===== src/rtl/vote_argmax.sv =====
// Serial argmax over a captured vote vector, result offered by valid/ready.
// Optional ARGMAX_MARGIN_EN adds a best-minus-second-best margin output.
//
// Ports:
//   clock, reset    rising-edge clock, async active-high reset
//   vote_done       level "votes final" flag, triggers one run per assertion
//   VoteData        packed counts, class i at [i*bitlength +: bitlength]
//   result_ready    sink accepts the result while result_valid is high
//   result_valid    class_idx/max_votes/no_vote(/margin) are valid and stable
//   class_idx       winning class (lowest index on ties)
//   max_votes       vote count of the winning class
//   no_vote         every count was zero
//   busy            capture or scan in progress
//   margin          (ARGMAX_MARGIN_EN) best minus second-best count
module vote_argmax #(
  parameter int bitlength  = 12,
  parameter int output_dim = 10,
  parameter int idx_width  = 4
) (
  input  logic                             clock,
  input  logic                             reset,
  input  logic                             vote_done,
  input  logic [output_dim*bitlength-1:0]  VoteData,
  input  logic                             result_ready,
  output logic                             result_valid,
  output logic [idx_width-1:0]             class_idx,
  output logic [bitlength-1:0]             max_votes,
  output logic                             no_vote,
`ifdef ARGMAX_MARGIN_EN
  output logic [bitlength-1:0]             margin,
`endif
  output logic                             busy
);

  typedef enum logic [1:0] {
    IDLE,
    CAPTURE,
    SCAN,
    HOLD
  } state_t;

  localparam logic [idx_width-1:0] LAST =
    idx_width'(output_dim - 1);

  state_t               state;
  logic                 armed;
  logic [bitlength-1:0] snap [output_dim];
  logic [bitlength-1:0] best;
  logic [idx_width-1:0] best_idx;
  logic [idx_width-1:0] idx;
  logic [bitlength-1:0] cur;
`ifdef ARGMAX_MARGIN_EN
  logic [bitlength-1:0] second;
`endif

  assign cur  = snap[idx];
  assign busy = (state == CAPTURE) || (state == SCAN);

  always_ff @(posedge clock or posedge reset) begin
    if (reset) begin
      state        <= IDLE;
      armed        <= 1'b1;
      best         <= '0;
      best_idx     <= '0;
      idx          <= '0;
      result_valid <= 1'b0;
      class_idx    <= '0;
      max_votes    <= '0;
      no_vote      <= 1'b0;
      for (int i = 0; i < output_dim; i++)
        snap[i] <= '0;
`ifdef ARGMAX_MARGIN_EN
      second       <= '0;
      margin       <= '0;
`endif
    end else begin
      // A flag held high never re-triggers; it must drop first.
      if (!vote_done)
        armed <= 1'b1;

      unique case (state)
        IDLE: begin
          if (vote_done && armed) begin
            armed <= 1'b0;
            state <= CAPTURE;
          end
        end

        CAPTURE: begin
          for (int i = 0; i < output_dim; i++)
            snap[i] <= VoteData[i*bitlength +: bitlength];
          best     <= VoteData[0 +: bitlength];
          best_idx <= '0;
          idx      <= idx_width'(1);
`ifdef ARGMAX_MARGIN_EN
          second   <= '0;
`endif
          if (output_dim == 1)
            state <= HOLD;
          else
            state <= SCAN;
        end

        SCAN: begin
          // Strict compare keeps the lowest index on ties.
          if (cur > best) begin
            best     <= cur;
            best_idx <= idx;
`ifdef ARGMAX_MARGIN_EN
            second   <= best;
`endif
          end
`ifdef ARGMAX_MARGIN_EN
          // cur <= best here, so this also catches a tie with best.
          else if (cur > second) begin
            second <= cur;
          end
`endif
          idx <= idx + idx_width'(1);
          if (idx == LAST)
            state <= HOLD;
        end

        HOLD: begin
          // First HOLD cycle loads the fields; they then stay put
          // until the handshake completes.
          if (!result_valid) begin
            result_valid <= 1'b1;
            class_idx    <= best_idx;
            max_votes    <= best;
            no_vote      <= (best == '0);
`ifdef ARGMAX_MARGIN_EN
            margin       <= best - second;
`endif
          end else if (result_ready) begin
            result_valid <= 1'b0;
            state        <= IDLE;
          end
        end

        default: state <= IDLE;
      endcase
    end
  end

endmodule


===== config.mk =====
export PLATFORM = sky130hd
export DESIGN_NAME = vote_argmax
export DESIGN_NICKNAME = d
export VERILOG_FILES = /design/src/rtl/vote_argmax.sv
export SDC_FILE = /design/constraint.sdc
export NUM_CORES = 1
export LEC_CHECK = 0
export ABC_AREA = 1
export BUFFER_PORTS_ARGS = -buffer_cell sky130_fd_sc_hd__clkbuf_2
export CAP_MARGIN = 10
export CORE_UTILIZATION = 45
export DETAILED_ROUTE_END_ITERATION = 8
export PLACE_DENSITY = 0.79
export SLEW_MARGIN = 20
export SYNTH_ARGS = -nofsm -noshare
export SYNTH_HDL_FRONTEND = slang
export SYNTH_SLANG_ARGS = --single-unit

===== constraint.sdc =====
create_clock -name clock -period 6.67 [get_ports clock]
set_clock_uncertainty 0.2 [all_clocks]
set_input_delay 0.3335 -clock clock [delete_from_list [all_inputs] [get_ports clock]]
set_output_delay 0.3335 -clock clock [all_outputs]
set_load 0.02 [all_outputs]

==> impl_metrics.env <==
export IMPL_fmaxAchievable_ghz=0.268
export IMPL_syn_nets=1138
export IMPL_cts_tree="done"
export IMPL_setup_viol=0
export IMPL_floorplan_rows=47
export IMPL_synth_edff_count=0
export IMPL_outcome="complete, but fails checks"
export IMPL_initial_utilization=0.467
export IMPL_worstReg2RegStart="idx[2]$_DFFE_PP0P_"
export IMPL_first_pass_iters=5
export IMPL_post_cts_setup_buffers=0
export IMPL_maxSlewViolCount=0
export IMPL_ys_top_cells_by_count="339 x nand2_1, 160 x dfrtp_1, 138 x o21ai_0"
export IMPL_drt_iter0_markers=778
export IMPL_crit_arrival_ps=3840
export IMPL_timing_rr_end="best[5]$_DFFE_PP0P_"
export IMPL_fin_nets=1370
export IMPL_numCtsBuffers=17
export IMPL_synth_ff_type="dfrtp_1"
export IMPL_vdd_drop_max_uv=254
export IMPL_gr_total_overflow=0
export IMPL_rsz0062_at_grt="no"
export IMPL_h_tree_depth=4
export IMPL_yosys_register_bits=161
export IMPL_ctsResizeCount=0
export IMPL_worst_slew_pin_slew_ps=885
export IMPL_end_kind="flip-flop"
export IMPL_top_usage_layer="met2"
export IMPL_slowest_stage="dfrtp_1"
export IMPL_total_power_mw=5.06
export IMPL_fin_crit_sh=0.559
export IMPL_die_w_um=134
export IMPL_grt_pass1_wl_um=37900
export IMPL_drc_errors=0
export IMPL_synth_area_um2=7860
export IMPL_gp_congestion=0.931
export IMPL_port_buffers=142
export IMPL_powerDensity_nw_per_um2=483
export IMPL_met1_usage=0.352
export IMPL_maxCapViolations=0
export IMPL_reg2reg_slack_ps=2940
export IMPL_yosysTopAreaCell="dfrtp_1"
export IMPL_ios=143
export IMPL_crit_path_start_kind="flip-flop"
export IMPL_die_h_um=134
export IMPL_grt_usage=0.276
export IMPL_finalCriticalPeriod_ps=3730
export IMPL_area_growth_pct=33.5
export IMPL_crit_type="flip-flop to flip-flop"
export IMPL_clock_root_buffer="clkbuf_16"
export IMPL_r2r_cells=15
export IMPL_yosysWarnings=0
export IMPL_crit_path_max_incr_delay_ps=570
export IMPL_synthTopCellsByArea="dfrtp_1 51%, nand2_1 16%, o21ai_0 8.8%"
export IMPL_cts_sinks=161
export IMPL_clk_pin_slew_ps=70
export IMPL_crit_end="best[5]$_DFFE_PP0P_"
export IMPL_num_vias=7521
export IMPL_relSlewSlack=0.409
export IMPL_grt_pass1_vias=7623
export IMPL_crit_top_cell="nand2_1"
export IMPL_n_antenna_cell=0
export IMPL_hold_ws_ps=-5.63
export IMPL_crit_path_max_fanout=17
export IMPL_use_met2=0.452
export IMPL_via_per_inst=5.15
export IMPL_synth_cells=995
export IMPL_antenna_found_initial=0
export IMPL_synth_async_reset_ratio=1.00
export IMPL_hp_class="input port to flip-flop"
export IMPL_drt_total_wl_um=23600
export IMPL_clk_path_buf_depth=2
export IMPL_drive_gt1_frac=0.162
export IMPL_synth_most_common_cell="nand2_1"
export IMPL_dpl_hpwl_um=14400
export IMPL_hold_viol=1
export IMPL_violations="hold timing"
export IMPL_p_leak_nw=5.40
export IMPL_core_um2=16800
export IMPL_crit_chain="inv_1 > nand2_1 > nor2_1 > nand2_1 > nand2_1 > ha_1 > nand2_1 > nor2_1 > and2_1 > nand2_1 > nand3_2 > nand2_2 > nand2_2 > nand2_1 > nand2_1"
export IMPL_die_area_um2=18000
export IMPL_wl_per_cell_um=16.2
export IMPL_clk_latency_ps=440
export IMPL_synth_top_area_frac=0.510
export IMPL_ctsHoldBuffers=122
export IMPL_setup_worst_path_start="idx[2]$_DFFE_PP0P_"
export IMPL_postSynthAreaPerCell_um2=7.90
export IMPL_grtUsageMet3=0.0639
export IMPL_cp_required_ps=6790
export IMPL_synth_cell_types=25
export IMPL_ant_nets=0
export IMPL_tns_ps=0
export IMPL_ys_seq_area_frac=0.513
export IMPL_grt_max_degree=97
## state kept, by name (all words and copies together), names as in the netlist
register,flops
snap,120
best,12
max_votes,12
best_idx,4
class_idx,4
idx,4
state,2
armed,1
no_vote,1
result_valid,1
## layer usage
metal / share of wire / up-vias
met2: 0.48 / 311
met1: 0.42 / 3560
met3: 0.063 / 60
met5: 0 / -
met4: 0.035 / 0
li1: - / 3590
## cell usage in the layout, fill, tap and decap left out, types with 2 or more instances in the layout
cell | synthesis | final
clkbuf_1 | 29 | 2
bufinv_16 | 0 | 4
dfrtp_1 | 160 | 159
nand4_1 | 4 | 4
mux2_2 | 16 | 16
ha_1 | 19 | 18
nand3_1 | 106 | 106
buf_4 | 6 | 4
nand2_2 | 2 | 2
nand2_1 | 339 | 339
clkinv_2 | 0 | 3
o21ai_0 | 138 | 138
o22ai_1 | 3 | 3
dlygate4sd3_1 | 0 | 122
a21oi_1 | 9 | 9
inv_6 | 0 | 4
clkbuf_2 | 0 | 142
inv_1 | 131 | 130
nor2_1 | 4 | 4
clkbuf_16 | 0 | 17
## how the worst min path moves through the flow
stage                                   from  cells after the start                       end  slack (ps)
floorplan                          vote_done                      1           armed$_DFF_PP1_         200
global placement    max_votes[1]$_DFFE_PP0P_                      2  max_votes[1]$_DFFE_PP0P_         270
detailed placement  max_votes[1]$_DFFE_PP0P_                      2  max_votes[1]$_DFFE_PP0P_         270
CTS                             result_ready                      4  result_valid$_DFFE_PP0N_           1
global route                    result_ready                      4  result_valid$_DFFE_PP0N_          60
finish                          result_ready                      4  result_valid$_DFFE_PP0N_          -6
## worst max-delay path: cells and delay by family, from the launching register on
| family | cells | cell delay, ps |
|---|---|---|
| simple gates | 13 | 2130 |
| flops | 1 | 570 |
| buf+inv | 1 | 460 |
| fa+ha+maj | 1 | 240 |
## area by class of cell
| type | instances | area [um2] |
|---|---|---|
| clock inverter | 12 | 180 |
| sequential | 161 | 4030 |
| tap | 220 | 275 |
| timing repair buffer | 269 | 1970 |
| multi-input combinational | 645 | 3080 |
| clock buffer | 20 | 447 |
| inverter | 133 | 504 |
| fill | 1394 | 6330 |
## logic make-up after synthesis
logic type	count (synthesis)	share of synthesized area
compound gates	152	0.0981
fa+ha+maj	19	0.0303
buf+inv	189	0.0968
flops	161	0.513
mux	16	0.0229
simple gates	458	0.239
## stage by stage
step | instances | cell area, um2 | hold slack [ps] | setup slack (ps) | util
6_report | 1460 | 10500 | -5.63 | 2940 | 0.624
5_1_grt | 1460 | 10500 | 57.5 | 2600 | 0.624
4_1_cts | 1460 | 10500 | 0.958 | 3040 | 0.623
3_5_place_dp | 1306 | 8640 | 275 | 3060 | 0.514
3_3_place_gp | 1306 | 8640 | 267 | 3120 | 0.514
2_1_floorplan | 995 | 7860 | 202 | 1790 | -
## power by group
part           switching, mW  leakage [nW]  internal, mW
Combinational           1.61          3.11         0.778
Clock                  0.411         0.307         0.641
Sequential             0.179          1.99          1.44
Total                   2.20          5.40          2.86
No activity file was read; power rests on OpenSTA's default activity.
